**config.mk**
```make
export PLATFORM = sky130hd
export DESIGN_NAME = adder_share_arbiter_flat
export DESIGN_NICKNAME = d
export VERILOG_FILES = /design/src/rtl/adder_share_arbiter_if.sv /design/src/rtl/adder_share_arbiter.sv /design/src/flat_wrapper.sv
export SDC_FILE = /design/constraint.sdc
export NUM_CORES = 1
export LEC_CHECK = 0
export ABC_AREA = 1
export CAP_MARGIN = 15
export CORE_MARGIN = 2
export CORE_UTILIZATION = 39
export DETAILED_ROUTE_END_ITERATION = 10
export GPL_ROUTABILITY_DRIVEN = 0
export HOLD_SLACK_MARGIN = 0.05
export PLACE_DENSITY = 0.78
export REMOVE_ABC_BUFFERS = 1
export SYNTH_ARGS = -nofsm -noshare
export SYNTH_HDL_FRONTEND = slang
export SYNTH_SLANG_ARGS = --single-unit
```
**constraint.sdc**
```tcl
create_clock -name clk -period 7.2 [get_ports clk]
set_input_delay 1.08 -clock clk [delete_from_list [all_inputs] [get_ports clk]]
set_output_delay 1.08 -clock clk [all_outputs]
set_load 0.01 [all_outputs]
```
**src/rtl/adder_share_arbiter_if.sv**
```systemverilog
// Request/response bundle for the shared add/subtract datapath: one valid/ready
// request lane per requester plus a single tagged response channel.
interface adder_share_arbiter_if #(
  parameter int NUM_REQ = 4,
  parameter int WIDTH   = 17,
  parameter int ID_W    = 2
);

  logic [NUM_REQ-1:0]       req_valid;
  logic [NUM_REQ-1:0]       req_ready;
  logic [NUM_REQ*WIDTH-1:0] req_op1;
  logic [NUM_REQ*WIDTH-1:0] req_op2;
  logic [NUM_REQ-1:0]       req_sub;

  logic                     rsp_valid;
  logic                     rsp_ready;
  logic [ID_W-1:0]          rsp_id;
  logic [WIDTH-1:0]         rsp_sum;
  logic                     rsp_overflow;

  // Requesters and the result consumer.
  modport master (
    output req_valid, req_op1, req_op2, req_sub, rsp_ready,
    input  req_ready, rsp_valid, rsp_id, rsp_sum, rsp_overflow
  );

  // The arbiter.
  modport slave (
    input  req_valid, req_op1, req_op2, req_sub, rsp_ready,
    output req_ready, rsp_valid, rsp_id, rsp_sum, rsp_overflow
  );

endinterface

```
**src/rtl/adder_share_arbiter.sv**
```systemverilog
// Round-robin arbiter sharing one ripple add/subtract datapath among NUM_REQ
// requesters; one operation in flight, registered response held under backpressure.
module adder_share_arbiter #(
  parameter int NUM_REQ = 4,
  parameter int WIDTH   = 17,
  parameter int ID_W    = 2
) (
  input  logic                  clk,
  input  logic                  rst,
  adder_share_arbiter_if.slave  bus,
  output logic                  busy
);

  typedef enum logic [1:0] {
    IDLE = 2'd0,
    EXEC = 2'd1,
    RESP = 2'd2
  } state_t;

  state_t             state_q, state_n;
  logic [ID_W-1:0]    ptr_q, ptr_n;
  logic [ID_W-1:0]    winner, hi_idx, lo_idx;
  logic               hi_found, lo_found, found, grant;
  logic [NUM_REQ-1:0] req_ready;

  logic [WIDTH-1:0]   sel_op1, sel_op2;
  logic               sel_sub;
  logic [WIDTH-1:0]   op1_q, op2_q;
  logic               sub_q;
  logic [ID_W-1:0]    id_q;

  logic [WIDTH-1:0]   b_op, sum;
  logic [WIDTH:0]     carry;
  logic               ovf;

  logic [ID_W-1:0]    rsp_id_q;
  logic [WIDTH-1:0]   rsp_sum_q;
  logic               rsp_ovf_q;

  // Round-robin search: the lowest valid index at or above the pointer wins,
  // otherwise the lowest valid index overall (wrap-around). Scanning downward
  // leaves the lowest match in each candidate.
  // NOTE: every always_comb output gets a default first so no path infers a latch.
  always_comb begin
    hi_found = 1'b0;
    hi_idx   = '0;
    lo_found = 1'b0;
    lo_idx   = '0;
    for (int i = NUM_REQ - 1; i >= 0; i--) begin
      if (bus.req_valid[i]) begin
        lo_found = 1'b1;
        lo_idx   = ID_W'(i);
        if (ID_W'(i) >= ptr_q) begin
          hi_found = 1'b1;
          hi_idx   = ID_W'(i);
        end
      end
    end
    found  = lo_found;
    winner = hi_found ? hi_idx : lo_idx;
  end

  always_comb begin
    sel_op1 = '0;
    sel_op2 = '0;
    sel_sub = 1'b0;
    for (int i = 0; i < NUM_REQ; i++) begin
      if (winner == ID_W'(i)) begin
        sel_op1 = bus.req_op1[i*WIDTH +: WIDTH];
        sel_op2 = bus.req_op2[i*WIDTH +: WIDTH];
        sel_sub = bus.req_sub[i];
      end
    end
  end

  // Next-state and grant logic; only IDLE may grant.
  always_comb begin
    state_n   = state_q;
    ptr_n     = ptr_q;
    grant     = 1'b0;
    req_ready = '0;
    case (state_q)
      IDLE: begin
        if (found) begin
          grant             = 1'b1;
          req_ready[winner] = 1'b1;
          ptr_n             = (winner == ID_W'(NUM_REQ - 1)) ? '0 : winner + ID_W'(1);
          state_n           = EXEC;
        end
      end
      EXEC:    state_n = RESP;
      RESP:    if (bus.rsp_ready) state_n = IDLE;
      default: state_n = IDLE;
    endcase
  end

  // Ripple datapath: subtraction inverts op2 and injects a carry-in of one.
  // carry[k+1] is the carry out of bit k.
  always_comb begin
    b_op     = op2_q ^ {WIDTH{sub_q}};
    carry    = '0;
    carry[0] = sub_q;
    sum      = '0;
    for (int k = 0; k < WIDTH; k++) begin
      sum[k]     = op1_q[k] ^ b_op[k] ^ carry[k];
      carry[k+1] = (op1_q[k] & b_op[k]) | (carry[k] & (op1_q[k] ^ b_op[k]));
    end
    ovf = sub_q ? (carry[WIDTH-1] ^ carry[WIDTH]) : carry[WIDTH];
  end

  // NOTE: sequential state uses non-blocking assignments only.
  always_ff @(posedge clk) begin
    if (rst) begin
      state_q   <= IDLE;
      ptr_q     <= '0;
      rsp_id_q  <= '0;
      rsp_sum_q <= '0;
      rsp_ovf_q <= 1'b0;
    end else begin
      state_q <= state_n;
      ptr_q   <= ptr_n;
      if (state_q == EXEC) begin
        rsp_id_q  <= id_q;
        rsp_sum_q <= sum;
        rsp_ovf_q <= ovf;
      end
    end
  end

  // NOTE: operand latches carry no reset; they are always written by a grant
  // before the EXEC cycle reads them.
  always_ff @(posedge clk) begin
    if (grant) begin
      op1_q <= sel_op1;
      op2_q <= sel_op2;
      sub_q <= sel_sub;
      id_q  <= winner;
    end
  end

  assign bus.req_ready    = req_ready;
  assign bus.rsp_valid    = (state_q == RESP);
  assign bus.rsp_id       = rsp_id_q;
  assign bus.rsp_sum      = rsp_sum_q;
  assign bus.rsp_overflow = rsp_ovf_q;
  assign busy             = (state_q != IDLE);

endmodule

```
**src/flat_wrapper.sv**
```systemverilog
// flat-port wrapper written by rule: the top's interface ports become plain ports
module adder_share_arbiter_flat 
#(
  parameter int NUM_REQ = 4,
  parameter int WIDTH   = 17,
  parameter int ID_W    = 2
)
  (clk, rst, busy, bus_req_valid, bus_req_op1, bus_req_op2, bus_req_sub, bus_rsp_ready, bus_req_ready, bus_rsp_valid, bus_rsp_id, bus_rsp_sum, bus_rsp_overflow);
  adder_share_arbiter_if #(.NUM_REQ(NUM_REQ), .WIDTH(WIDTH), .ID_W(ID_W)) bus_i ();
  input  logic clk;
  input  logic rst;
  output logic busy;
  input wire logic [$bits(bus_i.req_valid)-1:0] bus_req_valid;
  input wire logic [$bits(bus_i.req_op1)-1:0] bus_req_op1;
  input wire logic [$bits(bus_i.req_op2)-1:0] bus_req_op2;
  input wire logic [$bits(bus_i.req_sub)-1:0] bus_req_sub;
  input wire logic [$bits(bus_i.rsp_ready)-1:0] bus_rsp_ready;
  output wire logic [$bits(bus_i.req_ready)-1:0] bus_req_ready;
  output wire logic [$bits(bus_i.rsp_valid)-1:0] bus_rsp_valid;
  output wire logic [$bits(bus_i.rsp_id)-1:0] bus_rsp_id;
  output wire logic [$bits(bus_i.rsp_sum)-1:0] bus_rsp_sum;
  output wire logic [$bits(bus_i.rsp_overflow)-1:0] bus_rsp_overflow;
  assign bus_i.req_valid = bus_req_valid;
  assign bus_i.req_op1 = bus_req_op1;
  assign bus_i.req_op2 = bus_req_op2;
  assign bus_i.req_sub = bus_req_sub;
  assign bus_i.rsp_ready = bus_rsp_ready;
  assign bus_req_ready = bus_i.req_ready;
  assign bus_rsp_valid = bus_i.rsp_valid;
  assign bus_rsp_id = bus_i.rsp_id;
  assign bus_rsp_sum = bus_i.rsp_sum;
  assign bus_rsp_overflow = bus_i.rsp_overflow;
  adder_share_arbiter #(.NUM_REQ(NUM_REQ), .WIDTH(WIDTH), .ID_W(ID_W)) u_core (.clk(clk), .rst(rst), .bus(bus_i), .busy(busy));
endmodule
```
## After elaboration in Yosys (flattened, before gate mapping)

Index checks and enable logic that the tools add are counted.

| storage, ports and cells | value |
|---|---|
| flip-flop bits (word level) | 61 |
| input bits | 147 |
| output and inout bits | 26 |
| word-level logic and storage cells | 164 |

| cells by class | value |
|---|---|
| add/subtract/negate cells | 1 |
| magnitude comparators | 6 |
| equal/unequal tests | 7 |
| muxes and demuxes | 48 |
| bitwise gates (word level) | 87 |
| reduce and logical (&&, ||, !) cells | 6 |

Operators by type and width:

| kind | count |
|---|---|
| $mux W17 | 8 |
| $xor A1 B1 Y1 | 35 |
| $and A1 B1 Y1 | 34 |
| $mux W2 | 16 |
| $mux W1 | 20 |
| $or A1 B1 Y1 | 17 |
| $xor A17 B17 Y17 | 1 |
| $mux W4 | 2 |
| $eq A2 B2 Y1 const B | 3 |
| $pmux W2 S3 | 1 |
| $eq A2 B1 Y1 const B | 2 |
| $ge A1 B2 Y1 const A | 2 |
| $ge A2 B2 Y1 const A | 2 |
| $logic_not A2 Y1 | 2 |
| $reduce_and A2 Y1 | 2 |
| $lt A2 B3 Y1 const B | 1 |
| $add A2 B1 Y2 const B | 1 |
| $demux W1 S2 | 1 |
| $ge A2 B1 Y1 const B | 1 |
| $ne A2 B1 Y1 const B | 1 |
| $ne A2 B2 Y1 const B | 1 |
| $reduce_bool A2 Y1 | 1 |
| $logic_and A1 B1 Y1 | 1 |

## Logic depth before layout (Yosys ltp)

Gate-level depths: netlist of run 1.

| logic depth | value |
|---|---|
| depth in word-level cells | 38 |
| gate-level depth with buffers | 24 |
| gate-level depth less buffers | 24 |

## Worst setup path after synthesis of run 1

OpenSTA, ideal clock, no wires.

| path | value |
|---|---|
| path kind | register to register |
| start point | reg u_core.sub_q |
| end point | reg u_core.rsp_sum_q[16] (netlist: u_core.bus.rsp_sum[16]) |
| library setup time | 0.116 ns |
| arrival | 7.527 ns |
| required time | 7.084 ns |
| slack | -0.443 ns |
| stages on the path, launching flop included | 25 |
| path buffers | 2 |
| clock period less this slack | 7.643 ns |
| cells stage by stage | edfxtp_1 > buf_4 > buf_4 > xnor2_1 > fa_1 > fa_1 > fa_1 > inv_1 > fa_1 > inv_1 > fa_1 > fa_1 > fa_1 > fa_1 > fa_1 > fa_1 > fa_1 > fa_1 > fa_1 > fa_1 > fa_1 > inv_1 > fa_1 > o21ai_0 > nor2_1 |

| between the ends | value |
|---|---|
| word-level cells in the longest chain between the ends | 35 |
| elaborated cells between the ends (all ways) | 67 |
| those cells by class | bitwise: 67 |

Ends and longest elaborated chain:

| what | RTL line | RTL |
|---|---|---|
| from (decl) | adder_share_arbiter.sv:29 | `logic sub_q;` |
| from (signal assigned) | adder_share_arbiter.sv:136 | `sub_q <= sel_sub;` |
| $xor A17 B17 Y17 | adder_share_arbiter.sv:100 | `b_op = op2_q ^ {WIDTH{sub_q}};` |
| $xor A1 B1 Y1 | adder_share_arbiter.sv:106 | `carry[k+1] = (op1_q[k] & b_op[k]) \| (carry[k] & (op1_q[k] ^ b_op[k]));` |
| $and A1 B1 Y1 | adder_share_arbiter.sv:106 |  |
| $or A1 B1 Y1 | adder_share_arbiter.sv:106 |  |
| $and A1 B1 Y1 | adder_share_arbiter.sv:106 |  |
| $or A1 B1 Y1 | adder_share_arbiter.sv:106 |  |
| $and A1 B1 Y1 | adder_share_arbiter.sv:106 |  |
| $or A1 B1 Y1 | adder_share_arbiter.sv:106 |  |
| (+20 left out) | n/a |  |
| $and A1 B1 Y1 | adder_share_arbiter.sv:106 |  |
| $or A1 B1 Y1 | adder_share_arbiter.sv:106 |  |
| $and A1 B1 Y1 | adder_share_arbiter.sv:106 |  |
| $or A1 B1 Y1 | adder_share_arbiter.sv:106 |  |
| $and A1 B1 Y1 | adder_share_arbiter.sv:106 |  |
| $or A1 B1 Y1 | adder_share_arbiter.sv:106 |  |
| $xor A1 B1 Y1 * | adder_share_arbiter.sv:105 | `sum[k] = op1_q[k] ^ b_op[k] ^ carry[k];` |
| named net u_core.sum[16] | adder_share_arbiter.sv:32 | `logic [WIDTH-1:0] b_op, sum;` |
| to (signal assigned) | adder_share_arbiter.sv:124 | `rsp_sum_q <= sum;` |
| to (decl) | adder_share_arbiter.sv:37 | `logic [WIDTH-1:0] rsp_sum_q;` |

Mark *: on every way through the listed nets, which the timed path passes. The rest lies on a longest branch.
A chain may end at the register's enable or synchronous reset.

## Worst setup path in the final report of run 1

| path | value |
|---|---|
| start point | reg u_core.op2_q[0] |
| end point | reg u_core.rsp_sum_q[16] (netlist: u_core.bus.rsp_sum[16]) |

| between the ends | value |
|---|---|
| word-level cells in the longest chain between the ends | 35 |
| elaborated cells between the ends (all ways) | 36 |
| those cells by class | bitwise: 36 |

Ends and longest elaborated chain:

| what | RTL line | RTL |
|---|---|---|
| from (decl) | adder_share_arbiter.sv:28 | `logic [WIDTH-1:0] op1_q, op2_q;` |
| from (signal assigned) | adder_share_arbiter.sv:135 | `op2_q <= sel_op2;` |
| $xor A17 B17 Y17 * | adder_share_arbiter.sv:100 |  |
| $xor A1 B1 Y1 | adder_share_arbiter.sv:106 |  |
| $and A1 B1 Y1 | adder_share_arbiter.sv:106 |  |
| $or A1 B1 Y1 * | adder_share_arbiter.sv:106 |  |
| $and A1 B1 Y1 * | adder_share_arbiter.sv:106 |  |
| $or A1 B1 Y1 * | adder_share_arbiter.sv:106 |  |
| $and A1 B1 Y1 * | adder_share_arbiter.sv:106 |  |
| $or A1 B1 Y1 * | adder_share_arbiter.sv:106 |  |
| (+20 left out) | n/a |  |
| $and A1 B1 Y1 * | adder_share_arbiter.sv:106 |  |
| $or A1 B1 Y1 * | adder_share_arbiter.sv:106 |  |
| $and A1 B1 Y1 * | adder_share_arbiter.sv:106 |  |
| $or A1 B1 Y1 * | adder_share_arbiter.sv:106 |  |
| $and A1 B1 Y1 * | adder_share_arbiter.sv:106 |  |
| $or A1 B1 Y1 * | adder_share_arbiter.sv:106 |  |
| $xor A1 B1 Y1 * | adder_share_arbiter.sv:105 |  |
| named net u_core.sum[16] | adder_share_arbiter.sv:32 |  |

Marked as above.

==> metrics.txt, run 1 <==
Skew-Pair Late Insertion Delay 0.33 ns; internal power 1.03 mW; die width 105 µm; total CTS buffers 9; FF+latch count, synth 61; Synth Cell Area 0.00396 mm²; Starting Density 40.4%; Setup Viol. Count Final 0; min cycle time layout 6.87 ns; Design Power 1.65 mW; Fin. Hold Viols 0; num rows 36; initial antenna violation count 0; Yosys cell types 27; worst-path cell chain inv_1 -> or2_2 -> o21ai_0 -> fa_2 -> fa_2 -> fa_1 -> inv_1 -> fa_1 -> inv_1 -> fa_2 -> fa_2 -> fa_2 -> fa_2 -> fa_2 -> fa_2 -> fa_2 -> fa_2 -> fa_2 -> fa_2 -> fa_2 -> inv_2 -> fa_1 -> o21ai_1 -> nor2_1; crit end category register; Max FO, Critical Path 2; Slowest cell on crit path fa_1; Ant. Diodes 0; Global Route Usage Sum 20.6%; max_cap viols 0; GRT overflow 0; outcome complete, no violations; fin area 0.00584 mm²; Worst Hold Class register to register; pwr dens 283 mW/mm²; 1st-pass router iterations 4; CTS H-tree lvls 3; most used cell, CP fa_2; Synth async-reset ratio 0%; RSZ-0062 raised after global routing false; YS warnings 0; crit path buf inv count 4; Peak VDD IR 0.128 mV; slew of the pin with the lowest slew margin 0.830 ns; # IOs 173; Final #Nets 817; critical path depth 24; Synth Area per Inst 8.01 µm²; DP Cell Count 772; largest net degree at the start of global routing 71; Post-DP Area 0.00563 mm²; Lkg Pwr 2.24 nW; Die Y 105 µm; critical path's top delay family adder cells; Post-DP HPWL 8190 µm; clock transition at the registers of the reported paths 0.07 ns; initial DRC count 177; Fill cells 902; hold depth 2; combinational power share 50.2%; clock tree sinks 61; wire per inst 14.2 µm; share of the synthesized area in the top cell type 28.0%; Clk pwr share 17.5%; DR vias 3897; core box area 0.00982 mm²; Net Sw Frac 37.4%; sequential power share 32.3%; Setup Skew 0.00903 ns; area grow syn2layout 47.4%; Pins Over Slew Limit 0; Root Buffer clkbuf_8; Post-synth EDFFs 37; number of standard cells in the final layout excluding fillers 788; most frequent cells after synthesis 117 x nand2_1, 86 x a21oi_1, 55 x nor2_1; clk buf depth 2; layout cells sized above 1 6.72%; Mapped Cells 495; worst-case reg-to-reg path depth 24; Seq/Total Area, Yosys 40.2%; Synth area leaders edfxtp_1 28%, dfxtp_1 12%, nand2_1 11%; vias in the first global route 3770; Worst Path Arrival 7.10 ns; count leader, synth nand2_1; cell taking the most area after synthesis edfxtp_1; CTS tree yes; crit share post-route 95.4%; CP Class register to register; fmax 146 MHz; Util after Layout 59.5%; first-pass GRT wire length 18100 µm; DRT antenna net count 0; ys flop type edfxtp_1; Routed WL 11200 µm; CP required 7.43 ns; max_slew headroom 44.6%; Psw 0.619 mW; vias per inst 4.95; DRC 0; IO Port Bufs 172; Die ar. 0.0110 mm²; # Post-CTS Setup Buffers 0; largest stage delay on the critical path 0.41 ns; hold_buf cts 0; Setup crit start kind register
-- worst paths after layout --
path                                startpoint                                   to  slack, ns
min reg2reg  u_core.bus.rsp_id[0]$_SDFFE_PP0N_    u_core.bus.rsp_id[0]$_SDFFE_PP0N_       0.48
min          u_core.bus.rsp_id[0]$_SDFFE_PP0N_    u_core.bus.rsp_id[0]$_SDFFE_PP0N_       0.48
max                  u_core.op2_q[0]$_DFFE_PP_  u_core.bus.rsp_sum[16]$_SDFFE_PP0N_       0.33
max reg2reg          u_core.op2_q[0]$_DFFE_PP_  u_core.bus.rsp_sum[16]$_SDFFE_PP0N_       0.33
-- state kept, by name, summed over array words and instances (netlist names) --
name                     cells
u_core.bus.rsp_sum          17
u_core.state_q               2
u_core.sub_q                 1
u_core.bus.rsp_overflow      1
u_core.op2_q                17
u_core.op1_q                17
u_core.id_q                  2
u_core.bus.rsp_id            2
u_core.ptr_q                 2
-- layout by cell type, fill, tap and decap left out, drive strengths merged --
cell type / count
edfxtp: 37
or2: 1
dfxtp: 24
nor3: 1
nand3: 3
buf: 5
clkbuf: 11
nand2: 119
nor2: 55
clkinvlp: 1
clkinv: 3
xor2: 3
a31oi: 1
a21oi: 89
fa: 16
ha: 4
clkdlybuf4s50: 172
o21a: 1
o21ai: 58
xnor2: 14
inv: 36
bufinv: 1
-- routing by layer --
layer	part of all wire [%]	wire length, µm	global-route usage, %	up-vias
li1	-	-	-	1936
met1	41	4590	24.6	1794
met2	51	5680	36.4	139
met3	5.6	632	3.56	28
met4	2.7	306	8.86	0
met5	0	0	0	-
-- cell families (layout without fill, tap and decap cells) --
group                    count (synthesis)  after routing  synth area share [%]
AO/OA/AOI/OAI                          149            149                  19.3
XOR/XNOR                                17             17                  3.76
adder cells (fa/ha/maj)                 20             20                  9.35
buffers and inverters                   69            229                  10.2
flip-flops                              61             61                  40.2
AND/OR/NAND/NOR                        179            179                  17.3
-- tightest hold or removal path, stage by stage (launching register included) --
cell and delay [ns]:
dfxtp_1 0.32, nor2_1 0.04, nor2_1 0.08
-- power by group through the flow --
stage | Clock (mW) | Combinational [mW] | Sequential [mW]
after floorplan | 0 | 0.471 | 0.552
after global placement | 0 | 0.770 | 0.538
after detailed placement | 0 | 0.802 | 0.541
after CTS | 0.294 | 0.830 | 0.534
after global routing | 0.309 | 0.937 | 0.544
final | 0.289 | 0.829 | 0.534
-- stage by stage --
step	setup slack [ns]	setup TNS [ns]	hold slack, ns
2_1_floorplan	-0.632	-1.18	0.467
3_3_place_gp	-0.433	-0.646	0.466
3_5_place_dp	-0.555	-0.927	0.472
4_1_cts	0.0375	0	0.488
5_1_grt	0.00317	0	0.516
6_report	0.331	0	0.480
-- cell type report --
cell class,count,area [µm²],share of cell area (%)
clock buffers,11,131,2.25
clock inverters,5,51.3,0.878
inverters,36,138,2.36
multi-input cells,365,2000,34.3
flip-flops and latches,61,1590,27.2
well taps,133,166,2.85
repair buffers,177,1760,30.1
-- what timing repair did --
| item | CTS | global route |
|---|---|---|
| resized for setup | 11 | 4 |
| endpoints found under the setup margin | 3 | 2 |
| cloned | 0 | 0 |
| pin swaps | 0 | 6 |
| hold endpoints to repair | 0 | 0 |
Note: power is estimated with default switching activity, not from simulation.
==> run 2, diff against run 1 <==
--- a/config.mk
+++ b/config.mk
@@ -14,6 +14,7 @@
 export HOLD_SLACK_MARGIN = 0.05
 export PLACE_DENSITY = 0.78
 export REMOVE_ABC_BUFFERS = 1
+export SLEW_MARGIN = 10
 export SYNTH_ARGS = -nofsm -noshare
 export SYNTH_HDL_FRONTEND = slang
 export SYNTH_SLANG_ARGS = --single-unit
==> results of run 2 <==
The final DEF is identical to that of run 1; final timing and power are the same.
==> run 3, diff against run 2 <==
--- a/config.mk
+++ b/config.mk
@@ -8,11 +8,11 @@
 export ABC_AREA = 1
 export CAP_MARGIN = 15
 export CORE_MARGIN = 2
-export CORE_UTILIZATION = 39
+export CORE_UTILIZATION = 46
 export DETAILED_ROUTE_END_ITERATION = 10
 export GPL_ROUTABILITY_DRIVEN = 0
 export HOLD_SLACK_MARGIN = 0.05
-export PLACE_DENSITY = 0.78
+export PLACE_DENSITY = 0.87
 export REMOVE_ABC_BUFFERS = 1
 export SLEW_MARGIN = 10
 export SYNTH_ARGS = -nofsm -noshare
==> constraint.sdc (replaced) <==
create_clock -name clk -period 8.6 [get_ports clk]
set_input_delay 0.86 -clock clk [delete_from_list [all_inputs] [get_ports clk]]
set_output_delay 0.86 -clock clk [all_outputs]
set_load 0.01 [all_outputs]
==> run 3 against run 2 <==
  * Via count down 1.1%
  * Critical path depth stayed put
  * Final cell count shrank 3.6%
  * Final area shrank 1.7%
  * Maximum frequency decreased by 12%
  * Clock skew is essentially flat
  * Sequential share of layout area increased by 0.46 points
  * Register-to-register slack improved by 0.49 ns
  * Combinational power shrank 21%
  * Utilization rose by 9.7 points
  * Sequential cell count did not move
  * Setup slack improved by 0.49 ns
==> metrics.txt, run 3 (synthesis gave the netlist of run 1 again) <==
outcome complete, no violations; layout cells sized above 1 4.27%; # IOs 173; GRT overflow 0; crit share post-route 90.5%; first-pass GRT wire length 17300 µm; largest net degree at the start of global routing 71; Skew-Pair Late Insertion Delay 0.33 ns; max_cap viols 0; core box area 0.00830 mm²; initial antenna violation count 0; num rows 33; 1st-pass router iterations 5; Place WS 0.804 ns; total CTS buffers 9; IO Port Bufs 172; hold_buf cts 0; initial DRC count 149; hold depth 2; Lkg Pwr 2.24 nW; Hold Crit Start u_core.bus.rsp_sum[16]$_SDFFE_PP0N_; sequential power share 34.2%; Global Route Usage Sum 22.6%; Clk pwr share 15.6%; vias per inst 5.07; Worst Setup Slack, final 0.818 ns; Setup crit start kind register; Util after Layout 69.2%; DRC 0; most used cell, CP fa_1; clk buf depth 2; wire per inst 14.1 µm; Setup Skew 0.00928 ns; Final #Nets 817; CP Class register to register; DRT antenna net count 0; Post-DP HPWL 7980 µm; Ant. Diodes 0; Max FO, Critical Path 2; Die ar. 0.00937 mm²; vias in the first global route 3842; fmax 129 MHz; CTS H-tree lvls 3; Slowest cell on crit path fa_1; Starting Density 47.7%; Pins Over Slew Limit 0; slew of the pin with the lowest slew margin 0.803 ns; combinational power share 50.3%; CTS tree yes; largest stage delay on the critical path 0.45 ns; crit end category register; clock tree sinks 61; RSZ-0062 raised after global routing false; setup TNS 0 ns; clock transition at the registers of the reported paths 0.07 ns; most common cell after layout, fill and taps aside clkdlybuf4s50_1; CP Launch Point u_core.op2_q[0]$_DFFE_PP_; most frequent cells in the layout 172 x clkdlybuf4s50_1, 117 x nand2_1, 86 x a21oi_1; CP required 8.82 ns; pwr dens 228 mW/mm²; Routed WL 10700 µm; Worst Path Arrival 8.00 ns; Net Sw Frac 37.6%; final hold slack 0.493 ns; r2r startpoint u_core.op2_q[0]$_DFFE_PP_; Die Y 96.8 µm; min cycle time layout 7.78 ns; max_slew headroom 46.4%; Fin. Hold Viols 0; DR vias 3854; Design Power 1.31 mW; Peak VDD IR 0.0970 mV; internal power 0.817 mW; Setup Viol. Count Final 0; cts repair resizes 0; worst-path cell chain inv_1 -> or2_2 -> o21ai_0 -> fa_1 -> fa_1 -> fa_1 -> inv_1 -> fa_1 -> inv_1 -> fa_1 -> fa_1 -> fa_1 -> fa_1 -> fa_1 -> fa_1 -> fa_1 -> fa_1 -> fa_1 -> fa_1 -> fa_1 -> inv_1 -> fa_1 -> o21ai_0 -> nor2_1; area grow syn2layout 44.9%; worst-case reg-to-reg path depth 24; Psw 0.493 mW; Root Buffer clkbuf_8; Worst Hold Class register to register; Fill cells 639; # Post-CTS Setup Buffers 0; die width 96.8 µm
-- run 3: changes by cell type in the layout (fill, tap and decap cells not counted), sizes merged --
| cell | before | now |
|---|---|---|
| clkbuf | 11 | 13 |
| bufinv | 1 | 0 |
| clkinvlp | 1 | 0 |
-- run 3: worst max-delay path: cells and delay by family (launching register included) --
kind / cells / cell delay [ns]
DFF: 1 / 0.38
AOI/OAI and AO/OA: 2 / 0.26
and+or+nand+nor: 2 / 0.16
buffers and inverters: 4 / 0.32
adders and majority gates: 16 / 6.54
-- run 3: metal layers --
metal | up-vias | global-route usage (%) | wire [µm]
li1 | 1926 | - | -
met1 | 1776 | 24.8 | 4190
met2 | 130 | 42.3 | 5690
met3 | 22 | 5.78 | 544
met4 | 0 | 7.58 | 253
met5 | - | 0 | 0
-- run 3: final timing paths --
kind                            slack, ns                                   to
worst min register to register       0.49  u_core.bus.rsp_sum[16]$_SDFFE_PP0N_
worst min-delay path                 0.49  u_core.bus.rsp_sum[16]$_SDFFE_PP0N_
worst max-delay path                 0.82  u_core.bus.rsp_sum[16]$_SDFFE_PP0N_
worst max register to register       0.82  u_core.bus.rsp_sum[16]$_SDFFE_PP0N_
-- run 3: area by class of cell --
| type | count | area (µm²) | share of cell area, % |
|---|---|---|---|
| Tap cell | 105 | 131 | 2.29 |
| Clock inverter | 3 | 13.8 | 0.240 |
| Multi-Input combinational cell | 365 | 1970 | 34.3 |
| Clock buffer | 13 | 139 | 2.42 |
| Timing Repair Buffer | 177 | 1760 | 30.6 |
| Sequential cell | 61 | 1590 | 27.7 |
| Inverter | 36 | 138 | 2.40 |
-- run 3: power groups by stage --
stage          Clock (mW)  Sequential (mW)  Combinational (mW)
2_1_floorplan           0            0.462               0.394
3_3_place_gp            0            0.449               0.630
3_5_place_dp            0            0.454               0.663
4_1_cts             0.207            0.448               0.667
5_1_grt             0.222            0.455               0.741
6_report            0.204            0.448               0.659
-- run 3: metrics by stage --
step,instances,instance area [µm²]
CTS,760,5740
finish,760,5740
global placement,744,5590
detailed placement,744,5590
global route,760,5740
floorplan,462,3700
==> RTL change 1: new RTL, flow settings as in run 1 <==
Encoding of `state_t`: now one-hot (3 bits for 3 states).
--- a/src/rtl/adder_share_arbiter.sv
+++ b/src/rtl/adder_share_arbiter.sv
@@ -11,10 +11,10 @@
   output logic                  busy
 );
 
-  typedef enum logic [1:0] {
-    IDLE = 2'd0,
-    EXEC = 2'd1,
-    RESP = 2'd2
+  typedef enum logic [2:0] {
+    IDLE = 3'b001,
+    EXEC = 3'b010,
+    RESP = 3'b100
   } state_t;
 
   state_t             state_q, state_n;
Formal check against the unedited RTL: same outputs for any inputs over 10 cycles, from zero or initial values and one cycle with rst high; not proved beyond that.
==> RTL change 1 against run 1 <==
  * Sequential cell count up 1
  * Non-clock buffer count up 5
  * Synthesized area down 0.35%
  * Setup slack worse by 37 ps
  * Final area up 2.5%
  * Total power up 7.7%
  * Wire length down 2.7%
  * Critical path type unchanged
  * Critical endpoint is now u_core.bus.rsp_sum[16]
  * Highest routed layer unchanged
==> RTL change 1: results <==
metrics = {
    "status": {
        "status": "completed",
    },
    "pwr": {
        "p_leak_nw": 2.29,
        "ir_drop_mv": 0.149,
    },
    "global_routing": {
        "grt_start_max_net_pins": 72,
        "grt_pass1_wl_um": 17800,
        "grt_usage": 0.201,
        "first_global_vias": 3811,
        "antenna_found_initial": 0,
    },
    "critical_path": {
        "r2r-start": "u_core.sub_q",
        "worstRegToRegCells": 22,
        "arrival_ps": 7120,
        "start_kind": "flip-flop",
        "critPathMaxFanout": 3,
    },
    "clock_tree": {
        "cts.path.max_buffers": 2,
        "cts_buffers": 9,
        "cts_setup_buffers": 0,
        "clock_latency_ps": 330,
        "cts-root-buf": "clkbuf_8",
        "path_clk_slew_ps": 70,
        "htree_levels": 3,
    },
    "synth": {
        "synthArstFlopShare": 0,
        "synth_area_leaders": "edfxtp_1 (28%), dfxtp_1 (13%), nand2_1 (11%)",
        "synth-main-ff-cell": "edfxtp_1",
        "synth-edff-count": 37,
        "synth_seq_area_share": 0.408,
        "yosys_warnings": 0,
        "synth_common_cells": "nand2_1 (118), a21oi_1 (79), nor2_1 (58)",
        "synthDistinctLibCells": 24,
    },
    "timing": {
        "skew_ps": 8.74,
        "worst_pin_slew_ps": 1090,
        "slew_violations": 0,
        "hold_viol": 0,
    },
    "placed_design": {
        "dpl.hpwl_um": 7940,
        "port_buffers": 172,
    },
    "cells_and_area": {
        "diodes": 0,
        "drive_gt1_frac": 0.0752,
        "nNetsFinal": 827,
        "fillCellCount": 876,
    },
    "drt": {
        "dr.first_iter.drc_count": 133,
        "viasPerCell": 4.89,
        "drtPass1Iterations": 5,
        "wire_per_inst_um": 13.7,
    },
    "min_path": {
        "hold_depth": 2,
        "hold_path_class": "flip-flop to flip-flop",
        "worstHoldStart": "u_core.id_q[1]",
    },
}
-- RTL change 1: cell count changes in the layout (fill, tap and decap cells not counted), moves of 4 or more --
cell	delta
a21oi_1	-7
o21ai_0	+35
a21oi_2	+7
o21ai_1	-33
buf_4	+4
-- RTL change 1: cells by family after synthesis --
group | synth area share
AOI/OAI and AO/OA | 0.197
xor gates and xnor gates | 0.0399
adders and majority gates | 0.0938
buffers and inverters | 0.0767
DFF | 0.408
muxes | 0.00253
and+or+nand+nor | 0.182
-- RTL change 1: per-layer routing --
layer | vias up | share of wire | global-route usage
li1 | 1960 | - | -
met2 | 126 | 0.52 | 0.370
met3 | 18 | 0.054 | 0.0405
met5 | - | 0 | 0
met4 | 0 | 0.023 | 0.0781
met1 | 1798 | 0.40 | 0.227
-- RTL change 1: path summary, 6_finish.rpt --
check / slack (ps) / endpoint
worst max register to register: 290 / u_core.bus.rsp_sum[16]
worst min-delay path: 480 / u_core.bus.rsp_id[1]
worst min register to register: 480 / u_core.bus.rsp_id[1]
worst max-delay path: 290 / u_core.bus.rsp_sum[16]
-- RTL change 1: layout make-up --
type / count / share of cell area
tap: 133 / 0.0278
clock buffer: 11 / 0.0219
inverter: 34 / 0.0213
timing repair buffer: 182 / 0.302
clock inverter: 5 / 0.0123
multi-input combinational: 371 / 0.345
sequential: 62 / 0.269
-- RTL change 1: critical path, cell delays in order, from the launching register on --
cell,delay [ps]
edfxtp_1,420
xnor2_1,180
fa_2,400
fa_2,370
fa_1,390
inv_1,90
fa_1,170
inv_1,60
fa_2,360
fa_2,380
fa_2,370
fa_2,370
fa_2,370
fa_2,370
fa_2,370
fa_2,370
fa_2,370
fa_2,350
fa_1,380
inv_2,80
fa_1,400
nor2_1,110
nor2_1,50
-- RTL change 1: through the flow --
step	instance area, um2	instances	worst slack (ps)
CTS	5960	797	33.0
finish	5990	798	294
global route	5990	798	13.6
detailed placement	5730	781	-391
floorplan	3770	467	-560
global placement	5730	781	-319
-- RTL change 1: where the power goes --
group | switching (W) | internal (W) | total (W)
Clock | 0.000127 | 0.000193 | 0.000320
Combinational | 0.000493 | 0.000418 | 0.000912
Sequential | 0.0000409 | 0.000507 | 0.000548
-- RTL change 1: what timing repair did --
item	CTS	global route
cloned	0	0
gates resized for setup	8	5
endpoints found under the setup margin	2	2
==> RTL change 2: new RTL, flow settings as in run 1 <==
Made on the original files. `WIDTH` is set to 17 in 3 places; all go to 25.
--- a/src/rtl/adder_share_arbiter_if.sv
+++ b/src/rtl/adder_share_arbiter_if.sv
@@ -2,7 +2,7 @@
 // request lane per requester plus a single tagged response channel.
 interface adder_share_arbiter_if #(
   parameter int NUM_REQ = 4,
-  parameter int WIDTH   = 17,
+  parameter int WIDTH   = 25,
   parameter int ID_W    = 2
 );
 
--- a/src/rtl/adder_share_arbiter.sv
+++ b/src/rtl/adder_share_arbiter.sv
@@ -2,7 +2,7 @@
 // requesters; one operation in flight, registered response held under backpressure.
 module adder_share_arbiter #(
   parameter int NUM_REQ = 4,
-  parameter int WIDTH   = 17,
+  parameter int WIDTH   = 25,
   parameter int ID_W    = 2
 ) (
   input  logic                  clk,
--- a/src/flat_wrapper.sv
+++ b/src/flat_wrapper.sv
@@ -2,7 +2,7 @@
 module adder_share_arbiter_flat 
 #(
   parameter int NUM_REQ = 4,
-  parameter int WIDTH   = 17,
+  parameter int WIDTH   = 25,
   parameter int ID_W    = 2
 )
   (clk, rst, busy, bus_req_valid, bus_req_op1, bus_req_op2, bus_req_sub, bus_rsp_ready, bus_req_ready, bus_rsp_valid, bus_rsp_id, bus_rsp_sum, bus_rsp_overflow);
Ports: changed (resized bus_req_op1, bus_req_op2 and bus_rsp_sum); port bits go from 173 to 245. No check against the original RTL was run, so the function may have changed too.
==> RTL change 2 against run 1 <==
  * The run now ends with setup timing left
  * Total power rose by 46%
  * Non-clock buffer count rose by 72
  * Final area rose by 44%
  * Sequential cell count rose by 24
  * Count of clock-buffer cells in the layout did not move
  * Synthesized area rose by 42%
  * Critical endpoint is now u_core.bus.rsp_sum[24]
  * Setup slack got worse by 2600 ps
  * Sequential share of layout area fell by 0.77 points
  * Final cell count rose by 37%
  * Sequential power rose by 40%
  * Largest power group unchanged
  * Combinational power rose by 44%
  * Via count rose by 35%
  * Wire length rose by 35%
==> RTL change 2: results <==
metrics = {
    "critical_path": {
        "critical_path.endpoint": "u_core.bus.rsp_sum[24]",
        "slowest_delay_ps": 460,
        "critPathMaxFanout": 3,
    },
    "cells_and_area": {
        "multi_input_cells": 508,
        "nNonClkBuffers": 249,
        "nNetsFinal": 1137,
        "nonClkBufAreaFrac": 0.296,
        "num-nonclk-inverters": 45,
        "clk_share": 0.0365,
        "area_growth_pct": 49.6,
    },
    "drt": {
        "num_vias": 5277,
    },
    "pwr": {
        "p_leak_nw": 3.13,
        "p_sw_w": 0.000858,
        "ir_drop_mv": 0.121,
    },
    "timing": {
        "setup_viol": 8,
        "setup_ws_ps": -2230,
        "worst_pin_slew_ps": 1110,
        "setup_tns_ps": -10020,
        "whs_ps": 490,
    },
    "global_routing": {
        "grt_start_max_net_pins": 103,
        "first_global_vias": 5121,
        "grt_pass1_wl_um": 25000,
        "grt_usage": 0.193,
    },
    "min_path": {
        "worstHoldStart": "u_core.bus.rsp_sum[4]",
    },
    "synth": {
        "synth_xor_area_frac": 0.0389,
        "synthAdderAreaFrac": 0.0941,
        "synth_seq_area_share": 0.396,
        "synth_common_cells": "nand2_1 (167), a21oi_1 (86), nor2_1 (69)",
        "postSynthAreaPerCell_um2": 8.19,
        "synth-compound-area-share": 0.223,
    },
    "status": {
        "violations": "setup timing",
        "status": "finished with violations",
    },
    "clock_tree": {
        "cts-root-buf": "clkbuf_16",
    },
    "placed_design": {
        "dpl.hpwl_um": 10800,
        "place_ws_ps": -4140,
    },
}
RTL change 2: layer usage:
layer	track usage	vias to the layer above	wire length, um	part of all wire
met1	0.242	2409	6460	0.43
li1	-	2677	-	-
met5	0	-	0	0
met4	0.0291	0	123	0.0081
met3	0.0443	12	887	0.058
met2	0.346	179	7700	0.51
RTL change 2: power by group through the flow:
stage	Combinational [W]	Clock, W	Sequential (W)
3_3_place_gp	0.00113	0	0.000751
6_report	0.00119	0.000476	0.000748
2_1_floorplan	0.000724	0	0.000777
5_1_grt	0.00136	0.000508	0.000761
3_5_place_dp	0.00117	0	0.000758
4_1_cts	0.00120	0.000487	0.000751
RTL change 2: timing repair:
action,4_1_cts,5_1_grt
hold buffers,0,0
gates resized for setup,28,0
hold endpoints to repair,0,0
cloned,0,0
setup buffers,0,0
setup endpoints to repair,11,8
pin swaps,25,0
